[src/rtl/credit_pkg.sv]
// Shared types and helpers for the credit-flow-controlled transmit link.
package credit_pkg;

  typedef enum logic [1:0] {
    RUN   = 2'd0,
    DRAIN = 2'd1,
    DONE  = 2'd2
  } credit_state_t;

  // Width needed to hold every count from 0 up to and including credits.
  function automatic int cnt_w(input int credits);
    return $clog2(credits + 1);
  endfunction

endpackage

[src/rtl/credit_counter.sv]
// Saturating up/down credit counter with a sticky overflow flag.
module credit_counter #(
  parameter int unsigned W    = 5,
  parameter int unsigned INIT = 16
) (
  input  logic         clk,
  input  logic         reset,
  input  logic         inc,
  input  logic         dec,
  output logic [W-1:0] cnt,
  output logic         err
);

  localparam logic [W-1:0] MAX = W'(INIT);

  always_ff @(posedge clk) begin
    if (reset) begin
      cnt <= MAX;
      err <= 1'b0;
    end else if (inc && !dec) begin
      // A return with every slot already credited means the far end miscounted.
      if (cnt == MAX) begin
        err <= 1'b1;
      end else begin
        cnt <= cnt + 1'b1;
      end
    end else if (dec && !inc && (cnt != '0)) begin
      cnt <= cnt - 1'b1;
    end
  end

endmodule

[src/rtl/credit_tx.sv]
// Transmit end of a credit-flow-controlled link with flush/drain sequencing.
module credit_tx
  import credit_pkg::*;
#(
  parameter int WIDTH   = 32,
  parameter int CREDITS = 16
) (
  input  logic                        clk,
  input  logic                        reset,
  input  logic [WIDTH-1:0]            in_data,
  input  logic                        in_val,
  output logic                        in_rdy,
  output logic [WIDTH-1:0]            link_data,
  output logic                        link_val,
  input  logic                        credit_ret,
  input  logic                        flush,
  output logic                        flush_done,
  output logic [cnt_w(CREDITS)-1:0]   credit_cnt,
  output logic                        credit_low,
  output logic                        cred_err
);

  localparam int unsigned    CW   = cnt_w(CREDITS);
  localparam logic [CW-1:0]  FULL = CW'(CREDITS);
  localparam logic [CW-1:0]  LOW  = CW'(CREDITS / 4);

  credit_state_t state;
  credit_state_t state_nxt;
  logic          send;

  assign in_rdy     = (state == RUN) && (credit_cnt != '0);
  assign send       = in_val && in_rdy;
  assign flush_done = (state == DONE);
  assign credit_low = (credit_cnt < LOW);

  credit_counter #(
    .W    (CW),
    .INIT (CREDITS)
  ) u_counter (
    .clk   (clk),
    .reset (reset),
    .inc   (credit_ret),
    .dec   (send),
    .cnt   (credit_cnt),
    .err   (cred_err)
  );

  always_comb begin
    state_nxt = state;
    case (state)
      RUN:     if (flush) state_nxt = DRAIN;
      // Quiet only once every credit is back and the last word has left the register.
      DRAIN:   if ((credit_cnt == FULL) && !link_val) state_nxt = DONE;
      DONE:    state_nxt = RUN;
      default: state_nxt = RUN;
    endcase
  end

  always_ff @(posedge clk) begin
    if (reset) begin
      state     <= RUN;
      link_val  <= 1'b0;
      link_data <= '0;
    end else begin
      state    <= state_nxt;
      link_val <= send;
      if (send) begin
        link_data <= in_data;
      end
    end
  end

endmodule

[config.mk]
export PLATFORM = sky130hd
export DESIGN_NAME = credit_tx
export DESIGN_NICKNAME = d
export VERILOG_FILES = /design/src/rtl/credit_pkg.sv /design/src/rtl/credit_counter.sv /design/src/rtl/credit_tx.sv
export SDC_FILE = /design/constraint.sdc
export NUM_CORES = 1
export LEC_CHECK = 0
export BUFFER_PORTS_ARGS = -buffer_cell sky130_fd_sc_hd__buf_2
export CAP_MARGIN = 40
export CORE_MARGIN = 2
export CORE_UTILIZATION = 45
export DETAILED_ROUTE_END_ITERATION = 10
export GPL_ROUTABILITY_DRIVEN = 1
export PLACE_DENSITY_LB_ADDON = 0.15
export SLEW_MARGIN = 20
export SYNTH_ARGS = -nofsm -noshare
export SYNTH_HDL_FRONTEND = slang
export SYNTH_HIERARCHICAL = 1
export SYNTH_SLANG_ARGS = --single-unit
export TNS_END_PERCENT = 100
[constraint.sdc]
create_clock -name clk -period 4.8 [get_ports clk]
set_input_delay 0.24 -clock clk [delete_from_list [all_inputs] [get_ports clk]]
set_output_delay 0.24 -clock clk [all_outputs]
set_load 0.01 [all_outputs]
Word-level counts from Yosys, hierarchy flattened
Index checks and enable logic that the tools add are counted.
W data, S select, Z words.
{ "totals": {"regBits": 41, "out_inout_bits": 42, "word_cells": 35} }
{ "op_classes": {"addsub": 2, "magnitude_cmp": 1, "eq_ne": 6, "n_mux": 6, "n_reduce_logical": 15} }
{ "ops": {"columns": ["cell", "count"], "rows": [
  ["$mux W5", 3],
  ["$logic_and A1 B1 Y1", 6],
  ["$ne A2 B2 Y1 const B", 3],
  ["$reduce_and A2 Y1", 3],
  ["$add A5 B1 Y5 const B", 1],
  ["$eq A5 B5 Y1 const B", 1],
  ["$lt A5 B3 Y1 const B", 1],
  ["$reduce_bool A5 Y1", 1],
  ["$sub A5 B1 Y5 const B", 1],
  ["$mux W2", 2],
  ["$pmux W2 S2", 1],
  ["$logic_not A1 Y1", 3],
  ["$eq A2 B1 Y1 const B", 1],
  ["$eq A2 B2 Y1 const B", 1],
  ["$logic_not A2 Y1", 1],
  ["$reduce_bool A2 Y1", 1]
]} }

Logic depth before layout (Yosys ltp)
Gate-level depths: netlist (run 1).
{ "logic_depth": {"depth_word": 7, "mapped_depth": 11, "depth_no_buf": 9} }

Hierarchy
The synthesis (run 1) kept the hierarchy.
{ "modules_own_cells": {"columns": ["module", "instances", "cells_per_inst", "area_per_inst_um2", "seq_area_each_um2"], "rows": [
  ["credit_tx", 1, 154, 1599.0, 700.7],
  ["credit_counter", 1, 45, 414.1, 120.1]
]} }

Least setup slack after synthesis (run 1)
Ideal clock, no wire load.
{ "synth_path": {"kind": "register -> register", "startpoint": "reg u_counter.cnt[1]", "endpoint": "reg u_counter.cnt[4]", "setup_time_ps": 120, "arrival_time_ps": 3060, "required_time_ps": 4680, "setup_slack_ps": 1620, "stages_incl_launch_ff": 12, "path_buffers": 2, "period_less_slack_ps": 3180, "cell_sequence": "dfxtp_1 -> or4_4 -> o211a_1 -> buf_6 -> buf_12 -> nor2b_1 -> inv_1 -> fa_1 -> a21o_1 -> a21oi_1 -> mux4_2 -> or2_1"} }
{ "synth_between": {"elab_chain_cells": 7, "elab_cells_between_ends": 16, "cone_classes": "add/sub: 2; eq/ne: 2; mux: 3; reduce/logical: 9"} }
{ "synth_rtl": {"columns": ["item", "line_no", "text"], "rows": [
  ["start: declaration", "credit_counter.sv:10", "output logic [W-1:0] cnt,"],
  ["start signal: assignment", "credit_counter.sv:25", "cnt <= cnt + 1'b1;"],
  ["start signal: assignment", "credit_counter.sv:28", "cnt <= cnt - 1'b1;"],
  ["$reduce_bool A5 Y1 (*)", "credit_tx.sv:31", "assign in_rdy = (state == RUN) && (credit_cnt != '0);"],
  ["$logic_and A1 B1 Y1 (*)", "credit_tx.sv:31", null],
  ["$logic_and A1 B1 Y1 (*)", "credit_tx.sv:32", "assign send = in_val && in_rdy;"],
  ["named net send", "credit_tx.sv:29", "logic send;"],
  ["$logic_not A1 Y1 or $logic_and A1 B1 Y1 (tied branches)", "credit_counter.sv:20, credit_counter.sv:27", null],
  ["$logic_and A1 B1 Y1 (on tied branches)", "credit_counter.sv:20, credit_counter.sv:27", null],
  ["$ne A2 B2 Y1 (no source line) or $reduce_bool A2 Y1 (tied branches)", null, null],
  ["$reduce_and A2 Y1 (no source line)", null, null]
]} }
Mark *: on every way through the listed nets, which the timed path passes. The rest lies on a longest branch. The select of a mux whose other input is x is not followed.
A chain may end at the register's enable or synchronous reset.

Worst setup path in the final report (run 1)
{ "layout_path": {"startpoint": "reg u_counter.cnt[1]", "endpoint": "reg u_counter.cnt[4]"} }
{ "layout_between": {"elab_chain_cells": 7, "elab_cells_between_ends": 16, "cone_classes": "add/sub: 2; eq/ne: 2; mux: 3; reduce/logical: 9"} }
{ "layout_rtl": {"columns": ["item"], "rows": [
  ["parallel branches: the longest is 7 deep, another holds $sub A5 B1 Y5"]
]} }
Several ways; the timed one is not identified. The select of a mux whose other input is x is not followed.

==> results of run 1 <==
==> where the power goes <==
| group | leakage, nW | internal [mW] | switching, mW | total (mW) |
|---|---|---|---|---|
| registers | 0.337 | 0.414 | 0.0727 | 0.487 |
| clock network | 0.0439 | 0.100 | 0.120 | 0.220 |
| logic | 0.815 | 0.259 | 0.247 | 0.506 |
==> layout make-up <==
class | instances | area, µm² | share of cell area
inverter | 4 | 15.01 | 0.005976
sequential | 41 | 820.8 | 0.3267
tap | 52 | 65.06 | 0.02590
multi-input combinational | 143 | 1080 | 0.4298
timing repair buffer | 80 | 445.4 | 0.1773
clock inverter | 3 | 17.52 | 0.006972
clock buffer | 5 | 68.82 | 0.02739
==> logic make-up after synthesis <==
| logic type | share of synthesized area |
|---|---|
| fa+ha+maj | 0.02859 |
| buf+inv | 0.05594 |
| flops | 0.4077 |
| xor+xnor | 0.004351 |
| mux | 0.1703 |
| compound gates | 0.06215 |
| simple gates | 0.2710 |
==> path summary, 6_finish.rpt <==
| path | start | end | slack (ns) | depth (start not counted) |
|---|---|---|---|---|
| max | u_counter/cnt[1]$_SDFFE_PP0P_ | u_counter/cnt[4]$_SDFFE_PP1P_ | 1.41 | 9 |
| min | in_data[26] | link_data[26]$_SDFFE_PP0P_ | 0.19 | 3 |
| max reg2reg | u_counter/cnt[1]$_SDFFE_PP0P_ | u_counter/cnt[4]$_SDFFE_PP1P_ | 1.41 | 9 |
| min reg2reg | u_counter/err$_SDFFE_PP0P_ | u_counter/err$_SDFFE_PP0P_ | 0.47 | 2 |
==> flip-flops by register name, indices dropped and copies added, names as in the netlist <==
signal         count
link_data         32
link_val           1
state              2
u_counter/cnt      5
u_counter/err      1
==> per-layer routing <==
layer | track usage | part of all wire
met3 | 0.06553 | 0.072
met2 | 0.2430 | 0.46
met1 | 0.2210 | 0.45
met5 | 0 | 0
met4 | 0.06499 | 0.013
==> through the flow <==
| stage | instances | setup WS (ns) | util | total power [mW] | hold slack [ns] |
|---|---|---|---|---|---|
| 2_1_floorplan | 199 | 1.620 | - | 0.8697 | 0.3124 |
| 3_3_place_gp | 318 | 1.243 | 0.5483 | 0.9780 | 0.4542 |
| 6_report | 328 | 1.406 | 0.5810 | 1.212 | 0.1917 |
| 3_5_place_dp | 320 | 1.394 | 0.5611 | 1.001 | 0.4570 |
| 5_1_grt | 328 | 1.183 | 0.5810 | 1.299 | 0.1813 |
| 4_1_cts | 328 | 1.372 | 0.5810 | 1.229 | 0.1832 |
==> layout by cell type, fill, tap and decap left out, types with 2 or more instances in the layout <==
cell	count
buf_2	78
nand2b_1	66
dfxtp_1	41
mux2i_1	32
nor2_1	5
clkbuf_8	5
inv_1	4
nor2b_1	3
nor3_1	3
a21oi_1	3
nand2_1	3
ha_1	3
o21a_1	2
clkinv_2	2
buf_16	2
a21o_1	2
nand3_1	2
o21ai_0	2
==> critical path: cells and delay by family (launching register included) <==
kind / cells / cell delay (ns)
AND/OR/NAND/NOR: 3 / 1.13
AO/OA/AOI/OAI: 3 / 0.82
adder cells (fa/ha/maj): 1 / 0.43
flip-flops: 1 / 0.40
multiplexers: 1 / 0.30
buffers and inverters: 1 / 0.21
==> reports/results.ini, run 1 <==
[global_routing]
overflow = 0
first_global_vias = 1421
grt_antenna_before_repair = 0
grt_max_degree = 38
grt_usage = 0.1662
grt_pass1_wl_um = 6589

[logic_synthesis]
post-synth-top-count-cell = nand2b_1
yosysTopAreaCell = dfxtp_1
synth_area_um2 = 2013
synthTopCellsByArea = dfxtp_1 (41%), nand2b_1 (21%), mux2i_1 (16%)
synth-seq-cells = 41
synth_top_area_frac = 0.4077
syn_inst = 199
synth_commonest_cells = nand2b_1 (66), dfxtp_1 (41), mux2i_1 (32), clkbuf_1 (7), nor2_1 (5)
yosysWarnings = 6
synthFlopType = dfxtp_1
postSynthAreaPerCell_um2 = 10.12
seq_area_frac_synth = 0.4077
synth_cell_type_count = 34
async_reset_ff_frac = 0
synth.net_count = 240
synth_edf_count = 0

[die]
start_util = 0.4656
dieWidth_um = 70.89
io_pins = 79
coreArea_um2 = 4324
fp-row-count = 24
dieHeight_um = 70.89
dieArea_um2 = 5025

[critical_path]
crit_required_ns = 4.99
crit_path_end_kind = flop
worstPathMaxFanout = 20
cpPeakStageDelay_ns = 0.58
crit_slowest_cell = or4_4
path_cells = or4_4 -> o211a_2 -> nor2b_1 -> inv_1 -> fa_1 -> a21o_1 -> a21oi_1 -> mux4_2 -> or2_1
critPathKind = flop to flop
crit_arrival_ns = 3.58
crit_path_start_kind = flop

[clock_tree]
clkLatencyLatePin_ns = 0.29
h-tree-depth = 2
cts_tree = done
cts_resized = 0
cts_root_buf = clkbuf_8
postCtsSetupBuffers = 0
clockBufferDepth = 2
cts_buffers = 5
cts.sinks = 41
cts_hold_repair.buffers = 0
clk_pin_slew_ns = 0.09

[placed_design]
place_area_um2 = 2426
place.port_buffers = 78
hpwl_um = 2839
gp_congestion = 0.7253

[sta]
final-setup-viol-count = 0
finalMaxSlewViolations = 0
hold_viol = 0
fin_setup_tns_ns = 0
max_freq_mhz = 294.6
fin_crit_sh = 0.7072
relSlewSlack = 0.5497
fin_skew_ns = 0.01041
worst_slew_pin_slew_ns = 0.6755
layout_min_cycle_time_ns = 3.394
rsz0062_at_grt = no

[route]
via_per_inst = 4.744
route.vias.total = 1556
route.detailed.drc = 0
drtAntennaViolNets = 0
post_drt_wl_per_cell_um = 12.04
drtPass1Iterations = 4
dr.first_iter.drc_count = 52
routed_wl_um = 3950

[job]
drv_cap = 0

[worst_hold_path]
hp-class = primary input to flop

[finish]
design_area_um2 = 2512
n_antenna_cell = 0
final_nets = 316
areaGrowthSynthToFinish_pct = 24.80
fillers = 400
final_layout_size_suffix_gt1_frac = 0.3370

[power_and_ir_drop]
vdd.ir_drop.worst_uv = 197.3
power_leakage_nw = 1.196
power.density_nw_per_um2 = 482.5

[status]
status = complete, no violations

Power figures use the tool's default switching activity.
==> inputs of run 2 (changes only) <==
--- a/config.mk
+++ b/config.mk
@@ -8,7 +8,7 @@
 export BUFFER_PORTS_ARGS = -buffer_cell sky130_fd_sc_hd__buf_2
 export CAP_MARGIN = 40
 export CORE_MARGIN = 2
-export CORE_UTILIZATION = 45
+export CORE_UTILIZATION = 44
 export DETAILED_ROUTE_END_ITERATION = 10
 export GPL_ROUTABILITY_DRIVEN = 1
 export PLACE_DENSITY_LB_ADDON = 0.15
==> constraint.sdc (replaced) <==
create_clock -name clk -period 2.9 [get_ports clk]
set_input_delay 0.145 -clock clk [delete_from_list [all_inputs] [get_ports clk]]
set_output_delay 0.145 -clock clk [all_outputs]
set_load 0.01 [all_outputs]
==> reports/results.ini, run 2 (synthesized netlist as in run 1, its figures left out) <==
[critical_path]
cpPeakStageDelay_ns = 0.56  ; -0.02 ns
crit_slowest_cell = or4_4
reg2regPathDepth = 9  ; unchanged
crit_path_start_kind = flop
worstPathMaxFanout = 7  ; -65%
critPathKind = flop to flop
path_cells = or4_4 -> o211a_2 -> nor2b_4 -> inv_2 -> fa_2 -> a21o_1 -> a21oi_2 -> mux4_2 -> or2_1
crit_required_ns = 3.08  ; -1.91 ns
timing.rr.end = u_counter/cnt[4]$_SDFFE_PP1P_
r2r_start = u_counter/cnt[1]$_SDFFE_PP0P_
crit_path_end_kind = flop
r2r_slack_ns = 0.12  ; -1.29 ns
crit_arrival_ns = 2.96  ; -0.62 ns

[finish]
n_antenna_cell = 0  ; unchanged
areaGrowthSynthToFinish_pct = 25.73
regMostFlops = link_data
largestRegisters = link_data x32, u_counter/cnt x5, state x2
final_layout_size_suffix_gt1_frac = 0.3597  ; +0.02276
final_common_cell = buf_2
final_cell_mix = buf_2 (78), nand2b_1 (66), dfxtp_1 (39)
final_nets = 319  ; +0.95%
largest_reg_flops = 32  ; unchanged

[clock_tree]
cts_tree = done
clkLatencyLatePin_ns = 0.29  ; about the same
clockBufferDepth = 2  ; unchanged
cts_root_buf = clkbuf_8
cts_buffers = 5  ; unchanged
h-tree-depth = 2  ; unchanged
cts.sinks = 41  ; unchanged
clk_pin_slew_ns = 0.07  ; -0.02 ns

[worst_hold_path]
hp-class = primary input to flop
min_to = link_data[3]$_SDFFE_PP0P_
min_from = in_data[3]
min_path_cells = 3  ; unchanged

[sta]
fin_crit_sh = 0.9592  ; +0.2521
layout_min_cycle_time_ns = 2.782  ; -0.6126 ns
worst_slew_pin_slew_ns = 0.5521  ; -0.1234 ns
whs_ns = 0.1077  ; -0.08399 ns
fin_setup_tns_ns = 0  ; unchanged
relSlewSlack = 0.6320  ; +0.08227
final-setup-viol-count = 0  ; unchanged
max_freq_mhz = 359.5  ; +22%
hold_viol = 0  ; unchanged
fin_skew_ns = 0.002228  ; -0.008183 ns
finalMaxSlewViolations = 0  ; unchanged
rsz0062_at_grt = no

[global_routing]
first_global_vias = 1478  ; +4.0%
overflow = 0  ; unchanged
grt_pass1_wl_um = 6430  ; -2.4%
grt_usage = 0.1602  ; -0.005974
grt_antenna_before_repair = 0  ; unchanged
grt_max_degree = 41  ; +7.9%

[die]
start_util = 0.4592  ; -0.006378
coreArea_um2 = 4384  ; +1.4%
io_pins = 79  ; unchanged
dieHeight_um = 71.64  ; +1.1%
dieWidth_um = 71.64  ; +1.1%
dieArea_um2 = 5132  ; +2.1%
fp-row-count = 24  ; unchanged

[route]
drtAntennaViolNets = 0  ; unchanged
via_per_inst = 4.858  ; +2.4%
post_drt_wl_per_cell_um = 11.72  ; -2.7%
dr.first_iter.drc_count = 118  ; +130%
route.detailed.drc = 0  ; unchanged
drtPass1Iterations = 4  ; unchanged
routed_wl_um = 3868  ; -2.1%
route.vias.total = 1603  ; +3.0%

[job]
drv_cap = 0  ; unchanged

[placed_design]
hpwl_um = 2775  ; -2.3%
gp_congestion = 0.8681  ; +20%
place.port_buffers = 78  ; unchanged

[power_and_ir_drop]
power.density_nw_per_um2 = 808.0  ; +67%
vdd.ir_drop.worst_uv = 340.1  ; +72%
power_leakage_nw = 1.209  ; +1.1%

[status]
status = complete, no violations

run 2: cell count changes in the layout (fill, tap and decap cells not counted), moves of 2 or more:
cell and change:
buf_4 +4, clkinv_2 -2, dfxtp_1 -2, dfxtp_2 +2
run 2: through the flow:
stage	setup WS, ns	area [µm²]	std cells	power (mW)	util
after floorplan	0.003071	2026	199	1.450	-
after global placement	0.1497	2414	322	1.669	0.5505
after detailed placement	0.1023	2441	323	1.682	0.5568
after CTS	0.08520	2527	330	2.059	0.5765
after global routing	0.01197	2531	330	2.196	0.5773
final	0.1183	2531	330	2.045	0.5773
run 2: how the worst max path moves through the flow:
stage | from | endpoint | slack (ns) | depth (start not counted)
finish | u_counter/cnt[1]$_SDFFE_PP0P_ | u_counter/cnt[4]$_SDFFE_PP1P_ | 0.12 | 9
global route | u_counter/cnt[1]$_SDFFE_PP0P_ | u_counter/cnt[4]$_SDFFE_PP1P_ | 0.01 | 9
CTS | u_counter/cnt[1]$_SDFFE_PP0P_ | u_counter/cnt[4]$_SDFFE_PP1P_ | 0.09 | 9
detailed placement | u_counter/cnt[1]$_SDFFE_PP0P_ | u_counter/cnt[4]$_SDFFE_PP1P_ | 0.10 | 9
global placement | u_counter/cnt[1]$_SDFFE_PP0P_ | u_counter/cnt[4]$_SDFFE_PP1P_ | 0.15 | 9
floorplan | u_counter/cnt[1]$_SDFFE_PP0P_ | u_counter/cnt[4]$_SDFFE_PP1P_ | 0.003 | 11
run 2: layer usage:
layer,part of all wire,global-route usage,vias to the layer above
li1,-,-,826
met2,0.45,0.2490,50
met4,0.024,0.07757,0
met3,0.064,0.05485,11
met5,0,0,-
met1,0.46,0.1988,716
run 2: where the power goes:
group          total, mW  internal, mW  switching, mW
registers          0.773         0.688         0.0850
clock network      0.372         0.189          0.184
logic              0.900         0.447          0.453
run 2: cell type report:
| class | instances | area, µm² |
|---|---|---|
| fillers | 421 | 1853 |
| multi-input cells | 143 | 1094 |
| flip-flops and latches | 41 | 823.3 |
| repair buffers | 83 | 447.9 |
| clock buffers | 7 | 86.33 |
| well taps | 52 | 65.06 |
| inverters | 4 | 15.01 |
run 2: repair_timing:
| item | in CTS | in global routing |
|---|---|---|
| gates resized for setup | 0 | 1 |
| hold buffers | 0 | 0 |
| buffers inserted | 0 | 0 |
| setup endpoints to repair | 0 | 1 |
run 2: worst max-delay path, delay by kind of cell (launching register included):
kind	cells	cell delay, ns
flip-flops	1	0.38
buffers and inverters	1	0.10
AND/OR/NAND/NOR	3	0.93
adder cells (fa/ha/maj)	1	0.36
multiplexers	1	0.28
AO/OA/AOI/OAI	3	0.63
